## src/rtl/id_stage_pipe.sv

```systemverilog
// Instruction-decode stage: branch/JR resolution, load-use and branch-operand interlocks,
// interrupt flush sequencing and the ID/EX pipeline register.
module id_stage_pipe #(
  parameter int unsigned DATA_WIDTH   = 16,
  parameter int unsigned REG_WIDTH    = 4,
  parameter int unsigned OP_WIDTH     = 4,
  parameter int unsigned FLUSH_CYCLES = 2
) (
  input  logic                  clk,
  input  logic                  rst,
  input  logic                  valid_i,
  input  logic [DATA_WIDTH-1:0] pcplus1_i,
  input  logic                  regwrite_i,
  input  logic                  memread_i,
  input  logic                  memwrite_i,
  input  logic                  memtoreg_i,
  input  logic [OP_WIDTH-1:0]   aluop_i,
  input  logic [REG_WIDTH-1:0]  regsrc1_i,
  input  logic [REG_WIDTH-1:0]  regsrc2_i,
  input  logic [REG_WIDTH-1:0]  regdst_i,
  input  logic                  use1_i,
  input  logic                  use2_i,
  input  logic [DATA_WIDTH-1:0] rdata1_i,
  input  logic [DATA_WIDTH-1:0] rdata2_i,
  input  logic [DATA_WIDTH-1:0] imm_i,
  input  logic                  src2imm_i,
  input  logic [2:0]            brtype_i,
  input  logic                  stall_i,
  input  logic                  intcp_i,
  input  logic [DATA_WIDTH-1:0] epc_i,
  output logic                  ex_valid_o,
  output logic                  ex_regwrite_o,
  output logic                  ex_memread_o,
  output logic                  ex_memwrite_o,
  output logic                  ex_memtoreg_o,
  output logic [OP_WIDTH-1:0]   ex_aluop_o,
  output logic [DATA_WIDTH-1:0] ex_alusrc1_o,
  output logic [DATA_WIDTH-1:0] ex_alusrc2_o,
  output logic [DATA_WIDTH-1:0] ex_memdata_o,
  output logic [REG_WIDTH-1:0]  ex_regsrc1_o,
  output logic [REG_WIDTH-1:0]  ex_regsrc2_o,
  output logic [REG_WIDTH-1:0]  ex_regdst_o,
  output logic [DATA_WIDTH-1:0] epc_o,
  output logic                  hold_o,
  output logic                  flush_ifid_o,
  output logic                  branch_taken_o,
  output logic [DATA_WIDTH-1:0] branch_target_o
);

  localparam int unsigned FcntW = $clog2(FLUSH_CYCLES + 1);
  localparam logic [FcntW-1:0] FcntLoad = FcntW'(FLUSH_CYCLES - 1);
  localparam logic [2:0] BrBeqz = 3'd1;
  localparam logic [2:0] BrBnez = 3'd2;
  localparam logic [2:0] BrB    = 3'd3;
  localparam logic [2:0] BrJr   = 3'd4;

  typedef enum logic [0:0] {StRun, StFlush} state_e;

  typedef struct packed {
    logic                  valid;
    logic                  regwrite;
    logic                  memread;
    logic                  memwrite;
    logic                  memtoreg;
    logic [OP_WIDTH-1:0]   aluop;
    logic [DATA_WIDTH-1:0] alusrc1;
    logic [DATA_WIDTH-1:0] alusrc2;
    logic [DATA_WIDTH-1:0] memdata;
    logic [REG_WIDTH-1:0]  regsrc1;
    logic [REG_WIDTH-1:0]  regsrc2;
    logic [REG_WIDTH-1:0]  regdst;
  } idex_t;

  state_e               state_q, state_d;
  logic [FcntW-1:0]     fcnt_q, fcnt_d;
  idex_t                idex_q, idex_d, issue;
  logic [DATA_WIDTH-1:0] epc_q;
  logic                 mem_load_q;
  logic [REG_WIDTH-1:0] mem_regdst_q;

  logic br_reads_rs1, br_cond, load_use, br_haz, hazard;

  // Branch decode and target; the target is shown even when not taken.
  always_comb begin
    br_reads_rs1 = 1'b0;
    br_cond      = 1'b0;
    unique case (brtype_i)
      BrBeqz: begin br_reads_rs1 = 1'b1; br_cond = (rdata1_i == '0); end
      BrBnez: begin br_reads_rs1 = 1'b1; br_cond = (rdata1_i != '0); end
      BrB:    br_cond = 1'b1;
      BrJr:   begin br_reads_rs1 = 1'b1; br_cond = 1'b1; end
      default: ;
    endcase
    branch_target_o = (brtype_i == BrJr) ? rdata1_i : pcplus1_i + imm_i;
  end

  // A branch reading a load result needs it past MEM, hence the one-stage load record.
  always_comb begin
    load_use = idex_q.valid && idex_q.regwrite && idex_q.memread &&
               ((use1_i && regsrc1_i == idex_q.regdst) ||
                (use2_i && regsrc2_i == idex_q.regdst));
    br_haz   = br_reads_rs1 &&
               ((idex_q.valid && idex_q.regwrite && regsrc1_i == idex_q.regdst) ||
                (mem_load_q && regsrc1_i == mem_regdst_q));
    hazard   = valid_i && (load_use || br_haz);
  end

  always_comb begin
    issue         = '0;
    issue.valid   = valid_i;
    if (valid_i) begin
      issue.regwrite = regwrite_i;
      issue.memread  = memread_i;
      issue.memwrite = memwrite_i;
      issue.memtoreg = memtoreg_i;
      issue.aluop    = aluop_i;
    end
    issue.alusrc1 = rdata1_i;
    issue.alusrc2 = src2imm_i ? imm_i : rdata2_i;
    issue.memdata = rdata2_i;
    issue.regsrc1 = regsrc1_i;
    issue.regsrc2 = regsrc2_i;
    issue.regdst  = regdst_i;
  end

  always_ff @(posedge clk) begin
    if (rst) begin
      state_q <= StRun;
      fcnt_q  <= '0;
    end else begin
      state_q <= state_d;
      fcnt_q  <= fcnt_d;
    end
  end

  always_comb begin
    state_d = state_q;
    fcnt_d  = fcnt_q;
    if (intcp_i) begin
      fcnt_d  = FcntLoad;
      state_d = (FLUSH_CYCLES > 1) ? StFlush : StRun;
    end else if (state_q == StFlush) begin
      if (fcnt_q == '0) state_d = StRun;
      else              fcnt_d  = fcnt_q - 1'b1;
    end
  end

  always_comb begin
    hold_o         = 1'b0;
    flush_ifid_o   = 1'b0;
    branch_taken_o = 1'b0;
    idex_d         = idex_q;
    if (intcp_i || state_q == StFlush) begin
      flush_ifid_o = 1'b1;
      idex_d       = '0;
    end else if (stall_i) begin
      hold_o = 1'b1;
    end else if (hazard) begin
      hold_o = 1'b1;
      idex_d = '0;
    end else begin
      branch_taken_o = valid_i && br_cond;
      flush_ifid_o   = valid_i && br_cond;
      idex_d         = issue;
    end
  end

  always_ff @(posedge clk) begin
    if (rst) begin
      idex_q       <= '0;
      epc_q        <= '0;
      mem_load_q   <= 1'b0;
      mem_regdst_q <= '0;
    end else begin
      idex_q <= idex_d;
      if (intcp_i) epc_q <= epc_i;
      if (!stall_i) begin
        mem_load_q   <= idex_q.valid && idex_q.regwrite && idex_q.memread;
        mem_regdst_q <= idex_q.regdst;
      end
    end
  end

  assign ex_valid_o    = idex_q.valid;
  assign ex_regwrite_o = idex_q.regwrite;
  assign ex_memread_o  = idex_q.memread;
  assign ex_memwrite_o = idex_q.memwrite;
  assign ex_memtoreg_o = idex_q.memtoreg;
  assign ex_aluop_o    = idex_q.aluop;
  assign ex_alusrc1_o  = idex_q.alusrc1;
  assign ex_alusrc2_o  = idex_q.alusrc2;
  assign ex_memdata_o  = idex_q.memdata;
  assign ex_regsrc1_o  = idex_q.regsrc1;
  assign ex_regsrc2_o  = idex_q.regsrc2;
  assign ex_regdst_o   = idex_q.regdst;
  assign epc_o         = epc_q;

endmodule
```

## config.mk

```make
export PLATFORM = sky130hd
export DESIGN_NAME = id_stage_pipe
export DESIGN_NICKNAME = d
export VERILOG_FILES = /design/src/rtl/id_stage_pipe.sv
export SDC_FILE = /design/constraint.sdc
export NUM_CORES = 1
export LEC_CHECK = 0
export ABC_AREA = 1
export CAP_MARGIN = 20
export CORE_AREA = 5 5 113 115
export CTS_BUF_LIST = sky130_fd_sc_hd__clkbuf_8 sky130_fd_sc_hd__clkbuf_16
export DETAILED_ROUTE_END_ITERATION = 7
export DIE_AREA = 0 0 118 120
export PLACE_DENSITY_LB_ADDON = 0.2
export REMOVE_ABC_BUFFERS = 1
export SLEW_MARGIN = 20
export SYNTH_ARGS = -nofsm -noshare
export SYNTH_HDL_FRONTEND = slang
export SYNTH_SLANG_ARGS = --single-unit
```

## constraint.sdc

```tcl
create_clock -name clk -period 3.5 [get_ports clk]
set_input_delay 0.7 -clock clk [delete_from_list [all_inputs] [get_ports clk]]
set_output_delay 0.7 -clock clk [all_outputs]
set_load 0.05 [all_outputs]
```

==> results summary <==
The cell chosen for the clock root is sky130_fd_sc_hd__clkbuf_16. In this run the worst setup path begins at imm_i[1]. Summing over every cut layer, the via total after detailed routing is 5,328. The number of cell instances on the worst register-to-register path is 11. The final critical path takes up 96.3% of the cycle. The HPWL reported at the end of detailed placement is 12,700 um. The count of fill cells added during filler insertion is 955.

The maximum number of pins on one net before global-route repair is 66. The time the worst path needs with I/O delays and setup came out at 3370 ps. The portion of synthesized cell area occupied by the leading cell type is 34.1%.

The count of hold buffers inserted by post-cts repair came out at 0. The number of antenna-violating nets in the routed design is 0. The placed standard-cell area is 7780 sq um. The x dimension of the die came out at 118 um. Across all register-to-register paths, the minimum setup slack is 1290 ps. In the final routed layout, each cell accounts on average for 16.6 um. The type of origin of the critical path is a primary input. The worst ir drop on vdd came out at 0.238 mV. The library cell used most frequently in the layout, excluding fill and tap cells, is sky130_fd_sc_hd__clkdlybuf4s50_1.

Once the floorplan was initialized, standard cells occupied 46.6% of the core. After floorplanning, the core was sized to cover 11,700 sq um. The final setup violation count came out at 0.

TritonCTS built the clock tree. The routability congestion estimate from global placement is 0.861. The hold-critical path depth is 2. The area overhead of the layout relative to synthesis is 49.2%. The via count of the first global-routing pass is 5,590. The floorplan has 40 rows.

The end of the worst register-to-register path is ex_alusrc2_o[0]. Sorting the synthesized cells by area gives the leading types as sky130_fd_sc_hd__dfxtp_1, sky130_fd_sc_hd__nand3_2, sky130_fd_sc_hd__nand2_1. In this run the mean area of a mapped cell was 7.96 sq um. In this run the static leakage power is 3.15 nW. For hold timing, the worst endpoint is ex_memtoreg_o. The clock-pin transition on the worst setup and hold timing paths came out at 60 ps. The worst setup path is captured at an output port. The post-CTS setup repair buffer count is 0. The source of the worst hold timing path is ex_memtoreg_o. The maximum fanout along the worst path came out at 3. At the worst endpoint, the arrival time is 2670 ps. The top cell types in the final layout, fill and taps aside, are sky130_fd_sc_hd__clkdlybuf4s50_1, sky130_fd_sc_hd__nand2_1, sky130_fd_sc_hd__dfxtp_1. The number of hold violations in the final report is 0. The floorplan die height came out at 120 um.

Counting distinct cell types in the post-synthesis netlist gives 36. The required time of the critical path came out at 2800 ps. The share of post-route cells with drive strength above 1 is 23.6%.

The sink count of the clock tree came out at 93. The final routed DRC violation total is 0. For this run, the post-layout net count is 1,013.

The total non-filler cell area in the finished layout is 8140 sq um. During I/O placement, the number of pins put on the boundary was 215. The number of synthesis warnings is 0.

The sequential element share of the synthesized area is 34.1%. The relative max-transition margin came out at 35.5%. The count of input and output buffers is 214. The count of H-tree levels built during CTS is 3. Measured on the finished design, the core utilization comes to 69.5%. The number of antenna violations at the first check in global routing came out at 0. The number of max-slew violations in the final report is 0. The highest clock frequency the design can meet is 297 MHz. The total inserted antenna cells is 0.

Dividing total power by cell area gives a power density of 385 nW/um^2. The deepest clock path buffer count is 2. The transition at the pin with the smallest max-transition slack is 964 ps.

The synthesized design spends more area on one cell type than any other, namely sky130_fd_sc_hd__dfxtp_1. The die footprint came out at 14,200 sq um. The flip-flop and latch count after synthesis came out at 93. The detailed-route wire length came out at 17,200 um. The first-pass iteration count of the detailed router is 4. The initial detailed-routing violation count is 304.

The count of maximum capacitance violations is 0. The summed instance area of the synthesized netlist is 5450 sq um. The flow ran to the end, and the final reports show no timing, DRC or antenna violations. The total overflow left after global routing is 0.

The number of instances in the synthesized netlist came out at 685. The worst clock skew on the final layout is 9.43 ps. The worst register-to-register path begins at ex_regdst_o[1]. The overall routing resource usage is 23.9%. The routed via count divided by cell count came out at 5.14. The critical path is of the in2out type.

The global-route wire length before repair is 27,800 um. The total clock buffers created by CTS came out at 9. The path class of the lowest-slack min-delay path is reg2reg. The worst-skew pair later-pin latency is 350 ps.
[sequential cells by signal, indices dropped and copies added (netlist names), 2 cells and up]
| name | flops |
|---|---|
| epc_o | 16 |
| ex_aluop_o | 4 |
| ex_alusrc1_o | 16 |
| ex_alusrc2_o | 16 |
| ex_memdata_o | 16 |
| ex_regdst_o | 4 |
| ex_regsrc1_o | 4 |
| ex_regsrc2_o | 4 |
| fcnt_q | 2 |
| mem_regdst_q | 4 |
[power by group]
part	switching, mW	internal, mW	leakage [nW]
sequential	0.0213	1.10	0.759
clock	0.445	0.526	0.135
combinational	0.594	0.451	2.25
total	1.06	2.07	3.15
[repair_timing]
item	4_1_cts	5_1_grt
gates resized for setup	10	14
cloned	0	0
pin swaps	3	2
endpoints found under the setup margin	5	11
[cell usage after synthesis (all sizes together)]
cell,n
nand3,92
a31oi,1
dfxtp,93
xor2,4
o21ai,42
a21o,2
xnor2,8
nand3b,1
nor3,2
inv,45
nand4,6
mux2,15
nor2,64
nand2,157
clkbuf,22
a21oi,93
fa,1
ha,16
buf,16
o21bai,2
or2,1
o211ai,1
clkinv,1
[per-layer routing]
metal	vias to the layer above	share of wire [%]	GRT usage (%)	wire length (um)
met5	-	0	0	0
met4	0	1.8	8.39	306
met3	17	6.7	6.41	1150
met2	165	50	40.7	8550
met1	2463	42	28.9	7180
li1	2683	-	-	-
[final cells by class]
cell class	instances	area, sq um	share of cell area, %
inverters	46	174	2.14
multi-input cells	508	3200	39.3
flip-flops and latches	93	1860	22.9
clock inverters	5	40.0	0.492
well taps	147	184	2.26
clock buffers	11	253	3.11
repair buffers	227	2430	29.8
[worst max-delay path: stages]
cell,delay [ps]
sky130_fd_sc_hd__clkdlybuf4s50_1,480
sky130_fd_sc_hd__inv_1,80
sky130_fd_sc_hd__fa_2,360
sky130_fd_sc_hd__nand3b_1,180
sky130_fd_sc_hd__nand2_2,90
sky130_fd_sc_hd__nand2_1,60
sky130_fd_sc_hd__nand2_2,100
sky130_fd_sc_hd__a21oi_2,70
sky130_fd_sc_hd__xor2_1,150
sky130_fd_sc_hd__o21ai_1,130
sky130_fd_sc_hd__buf_4,140
sky130_fd_sc_hd__buf_12,120
[worst max-delay path by stage]
stage                                endpoint  slack, ps  cells after the start
after global routing      branch_target_o[15]        -30                     12
after global placement    branch_target_o[10]       -100                     13
final                     branch_target_o[10]        130                     12
after CTS                 branch_target_o[10]         30                     13
after detailed placement  branch_target_o[10]       -130                     13
after floorplan            branch_target_o[0]       -230                      4
[logic make-up (layout without fill, tap and decap cells)]
family | count (synthesis) | in the layout | share of synthesized area (%)
multiplexers | 15 | 15 | 3.10
flip-flops | 93 | 93 | 34.1
adder cells (fa/ha/maj) | 17 | 17 | 4.04
buffers and inverters | 84 | 289 | 8.40
XOR/XNOR | 12 | 12 | 1.93
AO/OA/AOI/OAI | 141 | 141 | 17.5
AND/OR/NAND/NOR | 323 | 323 | 30.9
[metrics by stage]
| step | worst slack (ps) | TNS, ps | power, mW | std cells | hold WS [ps] |
|---|---|---|---|---|---|
| floorplan | -229 | -1490 | 1.68 | 647 | 438 |
| global placement | -101 | -283 | 2.15 | 1021 | 451 |
| detailed placement | -126 | -414 | 2.17 | 1021 | 457 |
| CTS | 31.5 | 0 | 3.15 | 1037 | 467 |
| global route | -30.4 | -31.4 | 3.27 | 1037 | 491 |
| finish | 129 | 0 | 3.13 | 1037 | 468 |
Note: power is estimated with default switching activity, not from simulation.
